==> src/rtl/dmem_arbiter_if.sv <==
`default_nettype none
// +----------------------------------------------------------------------------+
// | Module   : dmem_arbiter_if                                                 |
// | Brief    : CPU / external requester / memory-macro signals of the arbiter  |
// | Revision : 1.0                                                            |
// +----------------------------------------------------------------------------+
interface dmem_arbiter_if #(
  parameter int DMEM_ADDR_WIDTH = 12,
  parameter int DMEM_WORD_WIDTH = 16
);
  // CPU pipeline side
  logic                       in_cpu_rd_en;
  logic [DMEM_ADDR_WIDTH-1:0] in_cpu_rd_addr;
  logic                       in_cpu_wr_en;
  logic [DMEM_ADDR_WIDTH-1:0] in_cpu_wr_addr;
  logic [DMEM_WORD_WIDTH-1:0] in_cpu_wr_word;
  logic                       out_cpu_stall;

  // External (debug/DMA) side
  logic                       in_ext_req;
  logic                       in_ext_we;
  logic [DMEM_ADDR_WIDTH-1:0] in_ext_addr;
  logic [DMEM_WORD_WIDTH-1:0] in_ext_wdata;
  logic                       out_ext_gnt;
  logic                       out_ext_rvalid;
  logic [DMEM_WORD_WIDTH-1:0] out_ext_rdata;

  // Memory macro side
  logic                       out_mem_en;
  logic                       out_mem_we;
  logic [DMEM_ADDR_WIDTH-1:0] out_mem_addr;
  logic [DMEM_WORD_WIDTH-1:0] out_mem_wr_word;
  logic [DMEM_WORD_WIDTH-1:0] in_mem_rd_word;

  modport slave (
    input  in_cpu_rd_en, in_cpu_rd_addr, in_cpu_wr_en, in_cpu_wr_addr, in_cpu_wr_word,
    output out_cpu_stall,
    input  in_ext_req, in_ext_we, in_ext_addr, in_ext_wdata,
    output out_ext_gnt, out_ext_rvalid, out_ext_rdata,
    output out_mem_en, out_mem_we, out_mem_addr, out_mem_wr_word,
    input  in_mem_rd_word
  );

  modport master (
    output in_cpu_rd_en, in_cpu_rd_addr, in_cpu_wr_en, in_cpu_wr_addr, in_cpu_wr_word,
    input  out_cpu_stall,
    output in_ext_req, in_ext_we, in_ext_addr, in_ext_wdata,
    input  out_ext_gnt, out_ext_rvalid, out_ext_rdata,
    input  out_mem_en, out_mem_we, out_mem_addr, out_mem_wr_word,
    output in_mem_rd_word
  );
endinterface
`default_nettype wire

==> src/rtl/dmem_arbiter.sv <==
`default_nettype none
// +----------------------------------------------------------------------------+
// | Module   : dmem_arbiter                                                    |
// | Brief    : Single-port dmem arbiter, CPU priority with starvation-bounded  |
// |            external access and deferred CPU read behind a CPU write        |
// | Revision : 1.0                                                            |
// +----------------------------------------------------------------------------+
module dmem_arbiter #(
  parameter int DMEM_ADDR_WIDTH = 12,
  parameter int DMEM_WORD_WIDTH = 16,
  parameter int STARVE_LIMIT    = 4,
  parameter int CNT_WIDTH       = 3
) (
  input wire            clock,
  input wire            reset,
  dmem_arbiter_if.slave bus
);

  localparam logic [CNT_WIDTH-1:0] c_starve_limit = CNT_WIDTH'(STARVE_LIMIT);
  localparam logic [CNT_WIDTH-1:0] c_cnt_one      = CNT_WIDTH'(1);

  typedef enum logic [1:0] {
    SEL_NONE   = 2'd0,
    SEL_EXT    = 2'd1,
    SEL_CPU_WR = 2'd2,
    SEL_CPU_RD = 2'd3
  } sel_t;

  logic [CNT_WIDTH-1:0]       r_wait_cnt;
  logic                       r_cpu_rd_pend;
  logic                       r_ext_rd_issued;
  logic [DMEM_WORD_WIDTH-1:0] r_ext_rdata;

  logic                       w_force_ext;
  logic                       w_cpu_wr;
  logic                       w_cpu_rd;
  logic                       w_cpu_any;
  sel_t                       w_sel;

  logic                       w_mem_en;
  logic                       w_mem_we;
  logic [DMEM_ADDR_WIDTH-1:0] w_mem_addr;
  logic [DMEM_WORD_WIDTH-1:0] w_mem_wr_word;
  logic                       w_ext_gnt;
  logic                       w_cpu_stall;

  // The write half of a write+read pair is already done once the read is pending.
  assign w_force_ext = (r_wait_cnt == c_starve_limit);
  assign w_cpu_wr    = bus.in_cpu_wr_en & ~r_cpu_rd_pend;
  assign w_cpu_rd    = bus.in_cpu_rd_en;
  assign w_cpu_any   = w_cpu_wr | w_cpu_rd;

  always_comb begin
    w_sel = SEL_NONE;
    if (w_force_ext && bus.in_ext_req) begin
      w_sel = SEL_EXT;
    end else if (w_cpu_wr) begin
      w_sel = SEL_CPU_WR;
    end else if (w_cpu_rd) begin
      w_sel = SEL_CPU_RD;
    end else if (bus.in_ext_req) begin
      w_sel = SEL_EXT;
    end
  end

  // All combinational outputs are forced low while reset is held.
  always_comb begin
    w_mem_en      = 1'b0;
    w_mem_we      = 1'b0;
    w_mem_addr    = '0;
    w_mem_wr_word = '0;
    w_ext_gnt     = 1'b0;
    w_cpu_stall   = 1'b0;
    if (!reset) begin
      case (w_sel)
        SEL_EXT: begin
          w_mem_en      = 1'b1;
          w_mem_we      = bus.in_ext_we;
          w_mem_addr    = bus.in_ext_addr;
          w_mem_wr_word = bus.in_ext_we ? bus.in_ext_wdata : '0;
          w_ext_gnt     = 1'b1;
          w_cpu_stall   = w_cpu_any;
        end
        SEL_CPU_WR: begin
          w_mem_en      = 1'b1;
          w_mem_we      = 1'b1;
          w_mem_addr    = bus.in_cpu_wr_addr;
          w_mem_wr_word = bus.in_cpu_wr_word;
          w_cpu_stall   = bus.in_cpu_rd_en;
        end
        SEL_CPU_RD: begin
          w_mem_en      = 1'b1;
          w_mem_addr    = bus.in_cpu_rd_addr;
        end
        default: begin
          w_mem_en      = 1'b0;
        end
      endcase
    end
  end

  always_ff @(posedge clock or posedge reset) begin
    if (reset) begin
      r_wait_cnt      <= '0;
      r_cpu_rd_pend   <= 1'b0;
      r_ext_rd_issued <= 1'b0;
      r_ext_rdata     <= '0;
    end else begin
      if (!bus.in_ext_req || w_ext_gnt) begin
        r_wait_cnt <= '0;
      end else if (r_wait_cnt != c_starve_limit) begin
        r_wait_cnt <= r_wait_cnt + c_cnt_one;
      end

      if (w_sel == SEL_CPU_WR) begin
        r_cpu_rd_pend <= bus.in_cpu_rd_en;
      end else if (w_sel == SEL_CPU_RD) begin
        r_cpu_rd_pend <= 1'b0;
      end

      r_ext_rd_issued <= w_ext_gnt & ~bus.in_ext_we;

      // Latch the returning word so it stays visible after rvalid drops.
      if (r_ext_rd_issued) begin
        r_ext_rdata <= bus.in_mem_rd_word;
      end
    end
  end

  assign bus.out_mem_en      = w_mem_en;
  assign bus.out_mem_we      = w_mem_we;
  assign bus.out_mem_addr    = w_mem_addr;
  assign bus.out_mem_wr_word = w_mem_wr_word;
  assign bus.out_ext_gnt     = w_ext_gnt;
  assign bus.out_cpu_stall   = w_cpu_stall;
  assign bus.out_ext_rvalid  = r_ext_rd_issued;
  assign bus.out_ext_rdata   = r_ext_rd_issued ? bus.in_mem_rd_word : r_ext_rdata;

endmodule
`default_nettype wire

==> src/flat_wrapper.sv <==
// flat-port wrapper written by rule: the top's interface ports become plain ports
module dmem_arbiter_flat 
#(
  parameter int DMEM_ADDR_WIDTH = 12,
  parameter int DMEM_WORD_WIDTH = 16,
  parameter int STARVE_LIMIT    = 4,
  parameter int CNT_WIDTH       = 3
)
  (clock, reset, bus_in_cpu_rd_en, bus_in_cpu_rd_addr, bus_in_cpu_wr_en, bus_in_cpu_wr_addr, bus_in_cpu_wr_word, bus_out_cpu_stall, bus_in_ext_req, bus_in_ext_we, bus_in_ext_addr, bus_in_ext_wdata, bus_out_ext_gnt, bus_out_ext_rvalid, bus_out_ext_rdata, bus_out_mem_en, bus_out_mem_we, bus_out_mem_addr, bus_out_mem_wr_word, bus_in_mem_rd_word);
  dmem_arbiter_if #(.DMEM_ADDR_WIDTH(DMEM_ADDR_WIDTH), .DMEM_WORD_WIDTH(DMEM_WORD_WIDTH)) bus_i ();
  input wire clock;
  input wire reset;
  input wire logic [$bits(bus_i.in_cpu_rd_en)-1:0] bus_in_cpu_rd_en;
  input wire logic [$bits(bus_i.in_cpu_rd_addr)-1:0] bus_in_cpu_rd_addr;
  input wire logic [$bits(bus_i.in_cpu_wr_en)-1:0] bus_in_cpu_wr_en;
  input wire logic [$bits(bus_i.in_cpu_wr_addr)-1:0] bus_in_cpu_wr_addr;
  input wire logic [$bits(bus_i.in_cpu_wr_word)-1:0] bus_in_cpu_wr_word;
  output wire logic [$bits(bus_i.out_cpu_stall)-1:0] bus_out_cpu_stall;
  input wire logic [$bits(bus_i.in_ext_req)-1:0] bus_in_ext_req;
  input wire logic [$bits(bus_i.in_ext_we)-1:0] bus_in_ext_we;
  input wire logic [$bits(bus_i.in_ext_addr)-1:0] bus_in_ext_addr;
  input wire logic [$bits(bus_i.in_ext_wdata)-1:0] bus_in_ext_wdata;
  output wire logic [$bits(bus_i.out_ext_gnt)-1:0] bus_out_ext_gnt;
  output wire logic [$bits(bus_i.out_ext_rvalid)-1:0] bus_out_ext_rvalid;
  output wire logic [$bits(bus_i.out_ext_rdata)-1:0] bus_out_ext_rdata;
  output wire logic [$bits(bus_i.out_mem_en)-1:0] bus_out_mem_en;
  output wire logic [$bits(bus_i.out_mem_we)-1:0] bus_out_mem_we;
  output wire logic [$bits(bus_i.out_mem_addr)-1:0] bus_out_mem_addr;
  output wire logic [$bits(bus_i.out_mem_wr_word)-1:0] bus_out_mem_wr_word;
  input wire logic [$bits(bus_i.in_mem_rd_word)-1:0] bus_in_mem_rd_word;
  assign bus_i.in_cpu_rd_en = bus_in_cpu_rd_en;
  assign bus_i.in_cpu_rd_addr = bus_in_cpu_rd_addr;
  assign bus_i.in_cpu_wr_en = bus_in_cpu_wr_en;
  assign bus_i.in_cpu_wr_addr = bus_in_cpu_wr_addr;
  assign bus_i.in_cpu_wr_word = bus_in_cpu_wr_word;
  assign bus_out_cpu_stall = bus_i.out_cpu_stall;
  assign bus_i.in_ext_req = bus_in_ext_req;
  assign bus_i.in_ext_we = bus_in_ext_we;
  assign bus_i.in_ext_addr = bus_in_ext_addr;
  assign bus_i.in_ext_wdata = bus_in_ext_wdata;
  assign bus_out_ext_gnt = bus_i.out_ext_gnt;
  assign bus_out_ext_rvalid = bus_i.out_ext_rvalid;
  assign bus_out_ext_rdata = bus_i.out_ext_rdata;
  assign bus_out_mem_en = bus_i.out_mem_en;
  assign bus_out_mem_we = bus_i.out_mem_we;
  assign bus_out_mem_addr = bus_i.out_mem_addr;
  assign bus_out_mem_wr_word = bus_i.out_mem_wr_word;
  assign bus_i.in_mem_rd_word = bus_in_mem_rd_word;
  dmem_arbiter #(.DMEM_ADDR_WIDTH(DMEM_ADDR_WIDTH), .DMEM_WORD_WIDTH(DMEM_WORD_WIDTH), .STARVE_LIMIT(STARVE_LIMIT), .CNT_WIDTH(CNT_WIDTH)) u_core (.clock(clock), .reset(reset), .bus(bus_i));
endmodule
==> config.mk <==
export PLATFORM = sky130hd
export DESIGN_NAME = dmem_arbiter_flat
export DESIGN_NICKNAME = d
export VERILOG_FILES = /design/src/rtl/dmem_arbiter_if.sv /design/src/rtl/dmem_arbiter.sv /design/src/flat_wrapper.sv
export SDC_FILE = /design/constraint.sdc
export NUM_CORES = 1
export LEC_CHECK = 0
export CORE_ASPECT_RATIO = 1.4
export CORE_MARGIN = 4
export CORE_UTILIZATION = 33
export CTS_BUF_LIST = sky130_fd_sc_hd__clkbuf_2
export DETAILED_ROUTE_END_ITERATION = 8
export PLACE_DENSITY = 0.87
export SLEW_MARGIN = 20
export SYNTH_ARGS = -nofsm -noshare
export SYNTH_HDL_FRONTEND = slang
export SYNTH_SLANG_ARGS = --single-unit
==> constraint.sdc <==
create_clock -name clock -period 5.9 [get_ports clock]
set_clock_uncertainty 0.05 [all_clocks]
set_input_delay 1.18 -clock clock [delete_from_list [all_inputs] [get_ports clock]]
set_output_delay 1.18 -clock clock [all_outputs]
set_load 0.01 [all_outputs]
# == Word level (Yosys, flattened, before mapping) ==
# Cells that the tools add are included.
# op_classes
eq_ne,5
div,0
n_lt_le_gt_ge,0
shift,0
reduce_logical,6
addsub,1
bitwise,5
mul,0
n_mux,22
# ops
op,n
$mux W16,3
$pmux W12 S3,1
$pmux W16 S2,1
$mux W12,1
$mux W1,9
$mux W2,3
$mux W3,2
$eq A2 B2 Y1 const B,2
$pmux W1 S2,2
$reduce_bool A2 Y1,2
$add A3 B1 Y3 const B,1
$eq A3 B3 Y1 const B,1
$ne A3 B3 Y1 const B,1
$reduce_or A3 Y1,1
$and A1 B1 Y1,2
$eq A2 B1 Y1 const B,1
$not A1 Y1,2
$logic_and A1 B1 Y1,1
$logic_not A1 Y1,1
$logic_or A1 B1 Y1,1
$or A1 B1 Y1,1
# totals
in_bits,90
ram_bits,0
output_inout_bits,49
latch_bits,0
mem_count,0
rom_bits,0
ff_bits,21
word_cells,43

# == Depth between registers and ports, before layout ==
# Gate-level depths: netlist of run 1.
# depth
ltp_word,9
depth_mapped,11
depth_no_buf,9

# == Worst setup path before layout of run 1 ==
# OpenSTA, ideal clock, no wires.
# synth_timing
path_kind,in2out
startpoint,in bus_in_cpu_wr_en
endpoint,out bus_out_mem_wr_word[10]
path_buffers,2
path_stages,9
required_time_ns,4.670
setup_slack_ns,2.203
arrival_time_ns,2.467
cell_sequence,nor2b_1 o21a_1 inv_1 ha_1 and2_1 buf_6 buf_8 a22oi_2 nor2_2
# synth_between
elab_chain_cells,6
word_cells_on_any_way,7
classes_between,eq/ne: 2; mux: 4; bitwise: 1
# synth_lines
element,line_no,source
from (decl),flat_wrapper.sv:15,input wire logic [$bits(bus_i.in_cpu_wr_en)-1:0] bus_in_cpu_wr_en;
$and A1 B1 Y1 (*),dmem_arbiter.sv:49,assign w_cpu_wr = bus.in_cpu_wr_en & ~r_cpu_rd_pend;
$mux W2 (*),dmem_arbiter.sv:57,end else if (w_cpu_wr) begin
$mux W2 (*),dmem_arbiter.sv:55,if (w_force_ext && bus.in_ext_req) begin
$eq A2 B2 Y1 / $eq A2 B1 Y1 (equally long branches),dmem_arbiter.sv:75,case (w_sel)
$pmux W16 S2 (*),dmem_arbiter.sv:75,
$mux W16 (*),dmem_arbiter.sv:74,if (!reset) begin
to (decl),flat_wrapper.sv:29,output wire logic [$bits(bus_i.out_mem_wr_word)-1:0] bus_out_mem_wr_word;
# Mark *: on every way between the ends. The rest lies on a longest branch, timed or not.

# == Worst setup path in the final report of run 1 ==
# layout_timing
startpoint,in bus_in_cpu_wr_en
endpoint,out bus_out_mem_wr_word[12]
# The elaborated chain is that of the path after synthesis.

==> run_results.csv, run 1 <==
group,metric,value,unit
place,dp_hpwl,4290,um
clock_network,clock_path_buffers,2,
floorplan,core,4240,sq um
power,vdd_drop_max,84.7,uV
routing,vias_per_cell,4.84,
setup_path,cpPeakStageDelay,0.55,ns
routing,ant_nets,0,
power,seq_power_share,31.1,%
clock_network,path_clk_slew,0.17,ns
routing,drcViolationCount,0,
synthesis,synth_area_per_cell,9.86,sq um
clock_network,numClockSinks,21,
timing,hold_viol,0,
global_route,track_usage,18.0,%
setup_path,startpoint_type,"input port",
global_route,grt_max_degree,23,
power,p_switching,218,uW
timing,slew_viol_final,0,
power,powerDensity,233,nW/um^2
status,status,"completed",
setup_path,critical_path_peak_fanout,16,
synthesis,synth_edf_count,0,
synthesis,syn_area,1450,sq um
layout,finish.utilization,67.9,%
floorplan,die_w,64.0,um
synthesis,synth_cells,147,
setup_path,cp_cell_sequence,"clkdlybuf4s50_1, nor2b_1, o21a_1, inv_1, ha_1, and2_1, buf_4, a22oi_2, nor2_2, clkdlybuf4s50_1",
synthesis,synth_area_leaders,"dfrtp_1 (36%), mux2_2 (12%), a222oi_1 (8.3%), a22oi_2 (7.8%), nor2_1 (6.5%)",
timing,slew_headroom,57.6,%
routing,wl_per_cell,15.1,um
timing,fmax,190,MHz
global_route,grt_pass1_wl,8100,um
timing,setup_tns,0,ns
floorplan,ios,139,
setup_path,reg2reg_from,"u_core.r_wait_cnt[0]",
timing,post-route-min-period,5.25,ns
setup_path,crit_path_end_kind,"output pin",
global_route,grt_pass1_vias,1787,
synthesis,synth.distinct_cells,26,
layout,syn_to_final_growth,98.6,%
synthesis,yosysTopAreaCell,"dfrtp_1",
setup_path,rrSetupSlack,3.68,ns
run,drv_cap,0,
synthesis,yosys-top-cells-count,"nor2_1 (25), dfrtp_1 (21), mux2_2 (16)",
synthesis,async_flop_share,100,%
setup_path,reg2reg_depth,8,
clock_network,post_cts_buffers,0,
global_route,antenna_found_initial,0,
clock_network,insertion_delay,0.29,ns
global_route,grt.overflow.total,0,
synthesis,synthFlopType,"dfrtp_1",
setup_path,reg2reg_to,"u_core.r_wait_cnt[2]",
power,p_total,671,uW
clock_network,cts-root-buf,"clkbuf_2",
clock_network,cts_tree,"done",
power,netSwitchingFraction,32.4,%
place,placed_cells,338,
layout,finalNetCount,379,
timing,grt_setup_unrepaired,"false",
floorplan,dieArea,5530,sq um
routing,wl,5180,um
place,gp_congestion,0.733,
synthesis,synth_most_common_cell,"nor2_1",
layout,n_antenna_cell,0,
floorplan,rows,28,
power,combPwrFrac,60.6,%
hold_path,hold_path.class,"reg2reg",
hold_path,whs_path_depth,1,
synthesis,ys_ff_latch,21,
synthesis,yosysTopAreaCellShare,36.2,%
synthesis,ys_warn_count,0,
hold_path,min_to,"u_core.r_ext_rdata[8]",
power,p_clk_share,8.3,%
setup_path,slowest_stage,"clkdlybuf4s50_1",
layout,drive_gt1_share,15.6,%
setup_path,required,4.67,ns
clock_network,cts_hold_buf,0,
timing,setup_viol,0,
setup_path,crit_arrival,4.02,ns
floorplan,initial_core_util,34.2,%
clock_network,h-tree-depth,1,
setup_path,cp_common_cell,"clkdlybuf4s50_1",
clock_network,cts_buffers,3,
routing,vias,1655,
clock_network,cts-resized-gates,0,
setup_path,worstSetupPathType,"in2out",
routing,initialDrtViolationCount,79,
synthesis,yosysSeqAreaShare,36.2,%
timing,fin_crit_sh,89.1,%
floorplan,die_height,86.4,um
routing,drtPass1Iterations,5,
power,p_leak,1.12,nW
synthesis,synth_nets,243,
power,power.internal,454,uW
layout,fin_cells,342,
setup_path,crit_start,"bus_in_cpu_wr_en",
timing,worstMarginPinSlew,0.636,ns
hold_path,min_from,"u_core.r_ext_rdata[8]",
place,portBuffers,138,
[cell usage in the layout (no fill, tap or decap), drive strengths merged, types with 2 or more instances in the layout]
master / synthesis / final
nor2: 34 / 34
o21ai: 2 / 2
inv: 6 / 6
clkbuf: 0 / 4
clkdlybuf4s50: 0 / 138
nand2: 7 / 7
mux2: 16 / 16
nand2b: 3 / 3
a22oi: 16 / 16
a222oi: 12 / 12
buf: 11 / 4
a21oi: 4 / 4
nand3: 2 / 2
dfrtp: 21 / 21
ha: 6 / 6
[cell type report]
cell class                 count  area (sq um)
timing repair buffer         142          1410
fill                         343          1360
multi-input combinational    109           826
sequential                    21           526
tap                           60          75.1
inverter                       6          22.5
clock buffer                   4          20.0
[state kept, by name (all words and copies together), names as in the netlist]
name and flops:
u_core.r_ext_rdata 16, u_core.r_wait_cnt 3, u_core.r_cpu_rd_pend 1, u_core.bus.out_ext_rvalid 1
[power by group through the flow]
| stage | clock network, mW | registers, mW | logic (mW) |
|---|---|---|---|
| after floorplan | 0 | 0.207 | 0.193 |
| after global placement | 0 | 0.210 | 0.401 |
| after detailed placement | 0 | 0.214 | 0.409 |
| after CTS | 0.0592 | 0.210 | 0.412 |
| after global routing | 0.0645 | 0.215 | 0.440 |
| final | 0.0558 | 0.209 | 0.407 |
[stage by stage]
step	setup WS, ns	area (sq um)	hold WS (ns)
after floorplan	2.20	1450	0.463
after global placement	0.754	2860	0.428
after detailed placement	0.680	2860	0.436
after CTS	0.653	2880	0.475
after global routing	0.522	2880	0.487
final	0.646	2880	0.468
[logic make-up after synthesis]
logic type,synth area share [%]
mux,12.4
flops,36.2
compound gates,22.8
simple gates,16.0
buf+inv,6.82
fa+ha+maj,5.18
xor+xnor,0.604
[worst max-delay path: cells and delay by family]
family          cells  cell delay, ns
buf+inv             4            1.35
simple gates        3            0.71
fa+ha+maj           1            0.51
compound gates      2            0.28
[worst max-delay path by stage]
stage                     slack, ns  cells after the start                       to
after floorplan                2.20                      9  bus_out_mem_wr_word[10]
after global placement         0.75                     10  bus_out_mem_wr_word[13]
after detailed placement       0.68                     10  bus_out_mem_wr_word[13]
after CTS                      0.65                     10  bus_out_mem_wr_word[13]
after global routing           0.52                     10  bus_out_mem_wr_word[13]
final                          0.65                     10  bus_out_mem_wr_word[12]
[routing by layer]
| layer | vias to the layer above | share of wire [%] | GRT usage, % |
|---|---|---|---|
| met3 | 6 | 10 | 5.32 |
| met1 | 748 | 39 | 20.3 |
| met5 | - | 0 | 0 |
| li1 | 806 | - | - |
| met2 | 95 | 50 | 33.0 |
| met4 | 0 | 1.2 | 3.73 |
Power figures use the tool's default switching activity.
==> run 2: changes to the inputs <==
Settings changed: MAX_ROUTING_LAYER from default to met4, SKIP_LAST_GASP from default to 1.
==> run 2 against run 1 <==
  * Utilization unchanged
  * Sequential share of layout area unchanged
  * Via count down 0.18%
  * Critical path depth unchanged
  * Register-to-register slack about the same
  * Largest cell class unchanged
  * Largest power group unchanged
==> run_results.csv, run 2 (synthesized netlist as in run 1, its figures left out) <==
group,metric,value,unit
timing,slew_headroom,57.3,%
setup_path,cp_cell_sequence,"clkdlybuf4s50_1, nor2b_1, o21a_1, inv_1, ha_1, and2_1, buf_4, a22oi_2, nor2_2, clkdlybuf4s50_1",
global_route,grt_pass1_vias,1796,
timing,fin_crit_sh,89.1,%
clock_network,cts-root-buf,"clkbuf_2",
place,placed_cells,338,
layout,fin_cells,342,
place,portBuffers,138,
layout,finish.utilization,67.9,%
setup_path,cp_common_cell,"clkdlybuf4s50_1",
routing,drtPass1Iterations,5,
setup_path,critical_path_peak_fanout,16,
layout,multi_input_area,826,sq um
global_route,antenna_found_initial,0,
floorplan,die_height,86.4,um
layout,seq_area,526,sq um
routing,vias,1652,
global_route,track_usage,18.5,%
routing,vias_per_cell,4.83,
layout,largest_register_ffs,16,
routing,initialDrtViolationCount,97,
floorplan,initial_core_util,34.2,%
power,p_leak,1.12,nW
setup_path,required,4.67,ns
setup_path,startpoint_type,"input port",
place,place_ws,0.680,ns
timing,hold_viol,0,
status,status,"completed",
global_route,grt_pass1_wl,8080,um
routing,ant_nets,0,
setup_path,path_delay_family,"buffers and inverters",
routing,drcViolationCount,0,
clock_network,cts_tree,"done",
place,dp_hpwl,4290,um
global_route,grt.overflow.total,0,
setup_path,slowest_stage,"clkdlybuf4s50_1",
global_route,grt_max_degree,23,
power,powerDensity,233,nW/um^2
floorplan,ios,139,
clock_network,insertion_delay,0.29,ns
layout,fillers,343,
place,gp_congestion,0.742,
setup_path,cpPeakStageDelay,0.55,ns
setup_path,worstSetupPathType,"in2out",
floorplan,core,4240,sq um
run,drv_cap,0,
power,vdd_drop_max,84.8,uV
timing,post-route-min-period,5.26,ns
timing,grt_setup_unrepaired,"false",
timing,setup_viol,0,
floorplan,rows,28,
clock_network,post_cts_buffers,0,
floorplan,die_w,64.0,um
layout,drive_gt1_share,15.6,%
clock_network,h-tree-depth,1,
setup_path,crit_arrival,4.03,ns
clock_network,path_clk_slew,0.18,ns
floorplan,dieArea,5530,sq um
layout,layout_commonest_cell,"clkdlybuf4s50_1",
clock_network,cts_hold_buf,0,
clock_network,cts-resized-gates,0,
routing,wl_per_cell,15.1,um
layout,final_cell_mix,"clkdlybuf4s50_1 (138), nor2_1 (25), dfrtp_1 (21), mux2_2 (16), a222oi_1 (12)",
setup_path,crit_path_end_kind,"output pin",
timing,slew_viol_final,0,
layout,syn_to_final_growth,98.6,%
layout,n_antenna_cell,0,
layout,largest_register,"u_core.r_ext_rdata",
routing,wl,5170,um
setup_path,path_buf_inv,4,
timing,setup_tns,0,ns
timing,worstMarginPinSlew,0.640,ns
clock_network,clock_path_buffers,2,
clock_network,numClockSinks,21,
layout,finalNetCount,379,
timing,fmax,190,MHz
setup_path,rrSetupSlack,3.68,ns
timing,setup_slack,0.644,ns
clock_network,cts_buffers,3,
layout,top_regs,"u_core.r_ext_rdata (16), u_core.r_wait_cnt (3)",
hold_path,hold_path.class,"reg2reg",
[run 2: cell counts in the layout (fill, tap and decap cells not counted)]
Identical to the previous run, type by type.
[run 2: through the flow]
step                power (mW)  hold WS [ns]  instance area, sq um
floorplan                0.400         0.463                  1450
global placement         0.611         0.428                  2860
detailed placement       0.624         0.436                  2860
CTS                      0.681         0.475                  2880
global route             0.719         0.488                  2880
finish                   0.672         0.470                  2880
[run 2: layout make-up]
class / count / area share (%)
repair buffers: 142 / 49.0
clock buffers: 4 / 0.695
flip-flops and latches: 21 / 18.2
multi-input cells: 109 / 28.7
well taps: 60 / 2.61
inverters: 6 / 0.782
[run 2: per-layer routing]
layer  track usage [%]  vias to the layer above  part of all wire [%]
met5                 -                        -                     0
met4              3.73                        0                   1.2
met3              2.98                        6                   7.3
met2              33.0                       93                    50
met1              21.8                      748                    41
li1                  -                      805                     -
[run 2: final timing paths]
kind	startpoint	endpoint	depth (start not counted)
setup / recovery	bus_in_cpu_wr_en	bus_out_mem_wr_word[13]	10
hold / removal	u_core.r_ext_rdata[8]	u_core.r_ext_rdata[8]	1
setup reg to reg	u_core.r_wait_cnt[0]	u_core.r_wait_cnt[2]	8
hold reg to reg	u_core.r_ext_rdata[8]	u_core.r_ext_rdata[8]	1
max in group asynchronous	reset	u_core.bus.out_ext_rvalid	3
min in group asynchronous	reset	u_core.r_wait_cnt[1]	3
[run 2: power by group]
group          total (mW)  switching [mW]  internal (mW)
logic               0.407           0.164          0.243
clock network      0.0566          0.0386         0.0180
registers           0.209          0.0158          0.193
==> run 3: changes to the inputs <==
Settings changed: CAP_MARGIN from default to 5, SKIP_CTS_REPAIR_TIMING from default to 1.
==> results of run 3 <==
Same layout as run 2: the final DEF is identical, and so are final timing and power.
